**src/rtl/relobi_rr_arb_ctrl.sv**
```systemverilog
// relobi_rr_arb_ctrl: TMR round-robin arbiter and in-order response router for a reliable OBI N-to-1 mux
//   clk_i, rst_i                : clock, synchronous active-high reset
//   sbr_req_i / sbr_gnt_o       : per-replica, per-port request/grant
//   sbr_rvalid_o / sbr_rready_i : per-replica, per-port response handshake
//   mgr_req_o / mgr_gnt_i       : per-replica request/grant on the shared port
//   mgr_rvalid_i / mgr_rready_o : per-replica response handshake on the shared port
//   req_sel_o / rsp_sel_o       : per-replica a-channel and r-channel select indices
//   fault_o                     : [0] replica disagreement, [1] response with nothing outstanding
//   RELOBI_ARB_STICKY_FAULT_EN  : when defined, fault_o bits hold until rst_i
module relobi_rr_arb_ctrl #(
  parameter int unsigned NumSbrPorts = 4,
  parameter int unsigned NumMaxTrans = 4,
  parameter int unsigned IdxWidth    = $clog2(NumSbrPorts),
  parameter int unsigned CntWidth    = $clog2(NumMaxTrans + 1)
) (
  input  logic                        clk_i,
  input  logic                        rst_i,
  input  logic [2:0][NumSbrPorts-1:0] sbr_req_i,
  output logic [2:0][NumSbrPorts-1:0] sbr_gnt_o,
  output logic [2:0][NumSbrPorts-1:0] sbr_rvalid_o,
  input  logic [2:0][NumSbrPorts-1:0] sbr_rready_i,
  output logic [2:0]                  mgr_req_o,
  input  logic [2:0]                  mgr_gnt_i,
  input  logic [2:0]                  mgr_rvalid_i,
  output logic [2:0]                  mgr_rready_o,
  output logic [2:0][IdxWidth-1:0]    req_sel_o,
  output logic [2:0][IdxWidth-1:0]    rsp_sel_o,
  output logic [1:0]                  fault_o
);
  localparam int unsigned PtrWidth = NumMaxTrans > 1 ? $clog2(NumMaxTrans) : 1;
  typedef struct packed {
    logic [IdxWidth-1:0]                  rr;
    logic                                 lock;
    logic [IdxWidth-1:0]                  lidx;
    logic [NumMaxTrans-1:0][IdxWidth-1:0] fifo;
    logic [PtrWidth-1:0]                  wr;
    logic [PtrWidth-1:0]                  rd;
  } core_t;
  core_t [2:0]               core_all;
  logic  [2:0][CntWidth-1:0] cnt_all;
  core_t                     q;
  logic  [CntWidth-1:0]      cnt;
  logic  [2:0]               perr;
  logic  [1:0]               flt;
  // every replica advances from the same voted state, so a single upset is scrubbed next cycle
  assign q   = (core_all[0] & core_all[1]) | (core_all[0] & core_all[2]) | (core_all[1] & core_all[2]);
  assign cnt = (cnt_all[0] & cnt_all[1]) | (cnt_all[0] & cnt_all[2]) | (cnt_all[1] & cnt_all[2]);
  for (genvar r = 0; r < 3; r++) begin : g_rep
    core_t                  st_q, st_d;
    logic [CntWidth-1:0]    cnt_q, cnt_d;
    logic [NumSbrPorts-1:0] req, gnt, rvalid;
    logic [IdxWidth-1:0]    cand, rsp, k;
    logic                   found, mreq, hs, nonempty, rready, pop;
    assign req = sbr_req_i[r];
    always_comb begin
      found = 1'b0;
      cand  = q.rr;
      k     = '0;
      for (int i = 0; i < NumSbrPorts; i++) begin
        k = IdxWidth'((int'(q.rr) + i) % NumSbrPorts);
        if (!found && req[k]) begin
          found = 1'b1;
          cand  = k;
        end
      end
      if (q.lock) cand = q.lidx;
    end
    assign mreq     = (q.lock | (|req)) & (cnt < CntWidth'(NumMaxTrans));
    assign hs       = mreq & mgr_gnt_i[r];
    assign rsp      = q.fifo[q.rd];
    assign nonempty = cnt != '0;
    assign rready   = nonempty ? sbr_rready_i[r][rsp] : 1'b1;
    assign pop      = mgr_rvalid_i[r] & rready & nonempty;
    assign gnt      = hs ? NumSbrPorts'(1) << cand : '0;
    assign rvalid   = (nonempty & mgr_rvalid_i[r]) ? NumSbrPorts'(1) << rsp : '0;
    // an ungranted request locks its port so the a channel stays stable until accepted
    always_comb begin
      st_d = q;
      if (hs) begin
        st_d.fifo[q.wr] = cand;
        st_d.wr         = (q.wr == PtrWidth'(NumMaxTrans - 1)) ? '0 : q.wr + PtrWidth'(1);
        st_d.rr         = (cand == IdxWidth'(NumSbrPorts - 1)) ? '0 : cand + IdxWidth'(1);
        st_d.lock       = 1'b0;
      end else if (mreq) begin
        st_d.lock = 1'b1;
        st_d.lidx = cand;
      end
      if (pop) st_d.rd = (q.rd == PtrWidth'(NumMaxTrans - 1)) ? '0 : q.rd + PtrWidth'(1);
      cnt_d = cnt + CntWidth'(hs) - CntWidth'(pop);
    end
    always_ff @(posedge clk_i) begin
      st_q  <= rst_i ? '0 : st_d;
      cnt_q <= rst_i ? '0 : cnt_d;
    end
    assign core_all[r]     = st_q;
    assign cnt_all[r]      = cnt_q;
    assign perr[r]         = mgr_rvalid_i[r] & ~nonempty;
    assign sbr_gnt_o[r]    = gnt;
    assign sbr_rvalid_o[r] = rvalid;
    assign mgr_req_o[r]    = mreq;
    assign mgr_rready_o[r] = rready;
    assign req_sel_o[r]    = cand;
    assign rsp_sel_o[r]    = rsp;
  end
  assign flt = {|perr, (core_all[0] != core_all[1]) | (core_all[1] != core_all[2]) |
                       (cnt_all[0] != cnt_all[1]) | (cnt_all[1] != cnt_all[2])};
`ifdef RELOBI_ARB_STICKY_FAULT_EN
  logic [1:0] flt_q;
  always_ff @(posedge clk_i) flt_q <= rst_i ? '0 : flt_q | flt;
  assign fault_o = flt_q | flt;
`else
  assign fault_o = flt;
`endif
endmodule

```
**config.mk**
```make
export PLATFORM = sky130hd
export DESIGN_NAME = relobi_rr_arb_ctrl
export DESIGN_NICKNAME = d
export VERILOG_FILES = /design/src/rtl/relobi_rr_arb_ctrl.sv
export SDC_FILE = /design/constraint.sdc
export NUM_CORES = 1
export LEC_CHECK = 0
export ABC_AREA = 0
export CAP_MARGIN = 0
export CORE_MARGIN = 8
export CORE_UTILIZATION = 50
export CTS_BUF_LIST = sky130_fd_sc_hd__clkbuf_2
export CTS_CLUSTER_DIAMETER = 150
export DETAILED_ROUTE_END_ITERATION = 8
export PLACE_DENSITY = 0.79
export SLEW_MARGIN = 20
export SYNTH_ARGS = -nofsm -noshare
export SYNTH_HDL_FRONTEND = slang
export SYNTH_SLANG_ARGS = --single-unit
```
**constraint.sdc**
```tcl
create_clock -name clk_i -period 9.05 [get_ports clk_i]
set_input_delay 1.81 -clock clk_i [delete_from_list [all_inputs] [get_ports clk_i]]
set_output_delay 1.81 -clock clk_i [all_outputs]
set_load 0.1 [all_outputs]
```
# [After elaboration in Yosys (flattened, before gate mapping)]
# Cells that the tools add are included.
[word_totals] regBits=60 inputBits=32
[classes] n_addsub=14 order_cmp=9 eq_ne=9 n_shift=4 muxes=87 bitwise=35 n_reduce_logical=27
[ops] cell="2-to-1 mux 2 bit" count=28
[ops] cell="AND 17 bit" count=3
[ops] cell="!= test 17 bit" count=2
[ops] cell="OR 17 bit" count=2
[ops] cell="binary-select mux 1 bit (select 2 bit)" count=15
[ops] cell="2-to-1 mux 10 bit" count=3
[ops] cell="2-to-1 mux 1 bit" count=27
[ops] cell="bitwise mux 8 bit" count=3
[ops] cell="2-to-1 mux 4 bit" count=6
[ops] cell="less-than comparator 2 x 3 -> 1 bit, second input constant" count=7
[ops] cell="AND 1 bit" count=18
[ops] cell="<< shifter 1 x 2 -> 4 bit, first input constant" count=4
[ops] cell="adder 2 x 1 -> 2 bit, second input constant" count=6
[ops] cell="OR reduction 4 bit" count=3
[ops] cell="== test 2 bit, second input constant" count=5
[ops] cell="logical AND 1 bit" count=10
[ops] cell="adder 3 x 1 -> 3 bit" count=3
[ops] cell="AND 3 bit" count=3
[ops] cell="zero test 1 bit" count=9
[ops] cell="2-to-1 mux 3 bit" count=3
[ops] cell="subtractor 3 x 1 -> 3 bit" count=3
[ops] cell="!= test 3 bit" count=2
[ops] cell="OR 1 bit" count=6
[ops] cell="OR 3 bit" count=2
[ops] cell="9 further kinds" count=12

# [Longest topological paths before layout]
[depth] word_depth=19 ltp_mapped=13 mapped_depth_nobuf=13

# [Worst setup path after synthesis]
# No wires, ideal clock.
[synth_timing] kind="input -> output" from="in sbr_req_i[10] in the netlist's numbering" to="out sbr_gnt_o[11] in the netlist's numbering" arrival_ns=5.079 path_slack_ns=2.161 cell_stages=6 path_buffers=0 path_cell_list="inv_1 > mux2i_1 > o21ai_1 > a31oi_1 > ha_1 > and3_1"
[synth_lines] element="from (decl)" line_no="18" rtl="input logic [2:0][NumSbrPorts-1:0] sbr_req_i,"
[synth_lines] element="to (decl)" line_no="19" rtl="output logic [2:0][NumSbrPorts-1:0] sbr_gnt_o,"

==> flow_metrics.py <==
metrics = {
    "routing": {
        "ant_nets": 0,
        "wl_per_cell_um": 17.24,
        "wl_met2_um": 5551,
        "met1_length_um": 4557,
        "wl_met3_um": 550,
        "wirelength_um": 10930,
        "route.detailed.drc": 0,
        "viasPerCell": 5.995,
        "drtIter0Drc": 194,
        "top_layer": "met4",
        "drt-pass1-iter-count": 4,
        "vias": 3801,
    },
    "setup_path": {
        "crit_fanout": 8,
        "worstPathArrival_ns": 5.17,
        "r2r_slack_ns": 5.32,
        "r2r_end": "g_rep[2].cnt_q[1]",
        "reg2regPathDepth": 10,
        "worstPathRequired_ns": 7.24,
        "reg2reg_from": "core_all[14]",
        "cp-end-kind": "output pin",
        "cp-start-kind": "input port",
        "critical_path_class": "input port to output pin",
    },
    "floorplan": {
        "coreArea_um2": 8258,
        "die_h_um": 108.3,
        "start_util_pct": 51.59,
        "dieWidth_um": 108.3,
        "ios": 76,
        "dieArea_um2": 11730,
        "rows": 33,
    },
    "layout": {
        "layout-drive-gt1-share_pct": 7.765,
        "fill_cells": 719,
        "area_growth_pct": 19.21,
        "nets": 621,
        "stdcell_area_um2": 5079,
        "finish.utilization_pct": 61.50,
    },
    "global_routing": {
        "groute.usage.overall_pct": 19.31,
        "grt_pass1_wl_um": 18110,
        "grt_pass1_vias": 3772,
        "grt_max_degree": 61,
        "antenna_found_initial": 0,
        "grt_remaining_overflow": 0,
    },
    "place": {
        "io_buffers": 75,
        "place.gp.congestion": 0.8752,
        "hpwl_um": 8431,
        "postPlaceCellArea_um2": 4967,
    },
    "clock_tree": {
        "clkSinkCount": 60,
        "hold_buffers": 0,
        "clkTransAtPathRegs_ns": 0.18,
        "cts_buffers": 9,
        "htreeDepth": 3,
        "cts_buffer_depth": 2,
        "post_cts_buffers": 0,
        "ctsResizeCount": 0,
        "root_buffer": "clkbuf_2",
        "clk_latency_ns": 0.48,
        "cts_tree": "yes",
    },
    "yosys": {
        "netlist_instances": 470,
        "synth_edf_count": 0,
        "synth_top_area_share_pct": 28.19,
        "ys_async_sr_fraction_pct": 0,
        "syn_avg_cell_area_um2": 9.065,
        "synth_flop_cell": "dfxtp_1",
        "synth_warnings": 0,
        "yosys-top-cells-area": "dfxtp_1, ha_1, a311oi_1",
        "synthesis.nets": 567,
        "yosysTopAreaCell": "dfxtp_1",
        "synth-seq-cells": 60,
        "synth_seq_area_share_pct": 28.19,
        "synth_cell_types": 52,
        "syn_area_um2": 4260,
    },
    "sta": {
        "setup_viol": 0,
        "tightest_slew_ns": 1.071,
        "finalCritPeriodShare_pct": 77.08,
        "hold_viol": 0,
        "rsz0062_at_grt": "no",
        "fmax_mhz": 143.3,
        "slew_headroom_pct": 28.62,
        "post-route-min-period_ns": 6.976,
        "slew_violations": 0,
        "final.setup.tns_ns": 0,
        "finalClockSkew_ns": 0.02704,
    },
    "run_status": {
        "status": "finished clean",
    },
    "pwr": {
        "power.leakage_nw": 2.307,
        "vdd_drop_max_mv": 0.1139,
        "power.density_nw_per_um2": 207.9,
    },
    "hold_path": {
        "min_from": "core_all[36]",
        "hold_path_depth": 3,
        "min_to": "core_all[19]",
        "hp-class": "flop to flop",
    },
    "flow_run": {
        "maxCapViolCount": 0,
    },
}
==> Yosys cell counts, types with 4 or more instances <==
library cell,number
ha_1,62
dfxtp_1,60
nor2_1,49
a21oi_1,30
a311oi_1,24
nand2_1,24
a211oi_1,19
a211o_1,16
clkbuf_1,15
inv_1,15
and3_1,12
buf_4,11
mux2i_1,11
nor4_1,10
nor2b_1,8
buf_2,7
nand3_1,7
o21ai_0,7
and2_1,6
inv_2,6
mux2i_4,6
xnor2_1,6
a21o_1,5
o22ai_1,5
a31oi_1,4
nor3_1,4
==> power breakdown <==
group	switching [mW]	internal (mW)	leakage [nW]	total, mW
registers	0.0204	0.296	0.491	0.316
clock network	0.0963	0.0620	0.0614	0.158
logic	0.410	0.170	1.76	0.581
==> state kept, by name (all words and copies together), names as in the netlist <==
register / count
core_all: 51
g_rep.cnt_q: 9
==> worst max-delay path by stage <==
stage	start	endpoint	slack, ns	depth (start not counted)
global placement	sbr_req_i[0]	sbr_gnt_o[1]	2.10	8
finish	sbr_req_i[0]	sbr_gnt_o[1]	2.07	8
detailed placement	sbr_req_i[0]	sbr_gnt_o[2]	2.09	9
CTS	sbr_req_i[0]	sbr_gnt_o[2]	2.09	9
global route	sbr_req_i[0]	sbr_gnt_o[1]	1.88	9
floorplan	sbr_req_i[10]	sbr_gnt_o[11]	2.16	6
==> layout by cell type (no fill, tap or decap), drive strengths merged, types with 2 or more instances in the layout <==
cell / synthesis / final
nor4b: 2 / 2
nand4: 2 / 2
fa: 3 / 3
or3: 3 / 3
clkdlybuf4s50: 0 / 74
buf: 19 / 3
o22ai: 8 / 8
and2: 6 / 6
ha: 62 / 62
o21ai: 10 / 10
clkinv: 0 / 2
a211oi: 21 / 21
xnor2: 6 / 6
a211o: 16 / 16
clkbuf: 15 / 10
nand2b: 2 / 2
mux2: 5 / 5
inv: 21 / 21
and3: 12 / 12
mux2i: 17 / 17
a311oi: 24 / 24
nand2: 24 / 24
nor2b: 8 / 8
a21oi: 30 / 30
nor3: 4 / 4
a21o: 5 / 5
dfxtp: 60 / 60
clkinvlp: 0 / 2
nor2: 49 / 49
a31oi: 6 / 6
nand3: 7 / 7
nor4: 10 / 10
==> cells by family (layout without fill, tap and decap cells) <==
group | count (synthesis) | count (layout) | synth area share [%]
and+or+nand+nor | 132 | 132 | 14.98
buffers and inverters | 55 | 113 | 6.196
muxes | 22 | 22 | 7.078
other | 0 | 1 | 0
xor gates and xnor gates | 7 | 7 | 1.439
adders and majority gates | 65 | 65 | 19.62
DFF | 60 | 60 | 28.19
AOI/OAI and AO/OA | 129 | 129 | 22.50
==> per-stage QoR <==
step / power (mW) / worst slack [ns] / std cells / hold slack, ns
finish: 1.056 / 2.074 / 634 / 0.7570
CTS: 1.058 / 2.091 / 633 / 0.7502
detailed placement: 0.8998 / 2.093 / 618 / 0.7202
global placement: 0.8895 / 2.100 / 618 / 0.7096
global route: 1.110 / 1.880 / 633 / 0.8223
floorplan: 0.7640 / 2.161 / 470 / 0.6487
==> worst max-delay path, cell delays in order <==
cell             delay [ns]
clkdlybuf4s50_1        0.58
nor4b_1                0.27
o21ai_0                0.12
o2111ai_1              0.09
a21boi_1               0.73
ha_1                   0.26
and3_1                 0.15
clkdlybuf4s50_1        1.14
==> routing by layer <==
layer / vias to the layer above / global-route usage (%)
met5: - / 0
met4: 0 / 8.895
met3: 20 / 4.819
met2: 121 / 32.78
met1: 1806 / 22.41
li1: 1854 / -
==> area by class of cell <==
cell class | instances | area, µm² | share of cell area (%)
antenna | 1 | 2.502 | 0.04927
sequential | 60 | 1201 | 23.65
tap | 105 | 131.4 | 2.587
timing repair buffer | 77 | 760.7 | 14.98
inverter | 21 | 78.83 | 1.552
multi-input combinational | 355 | 2800 | 55.14
clock buffer | 10 | 50.05 | 0.9855
clock inverter | 5 | 53.80 | 1.059
Note: power is estimated with default switching activity, not from simulation.
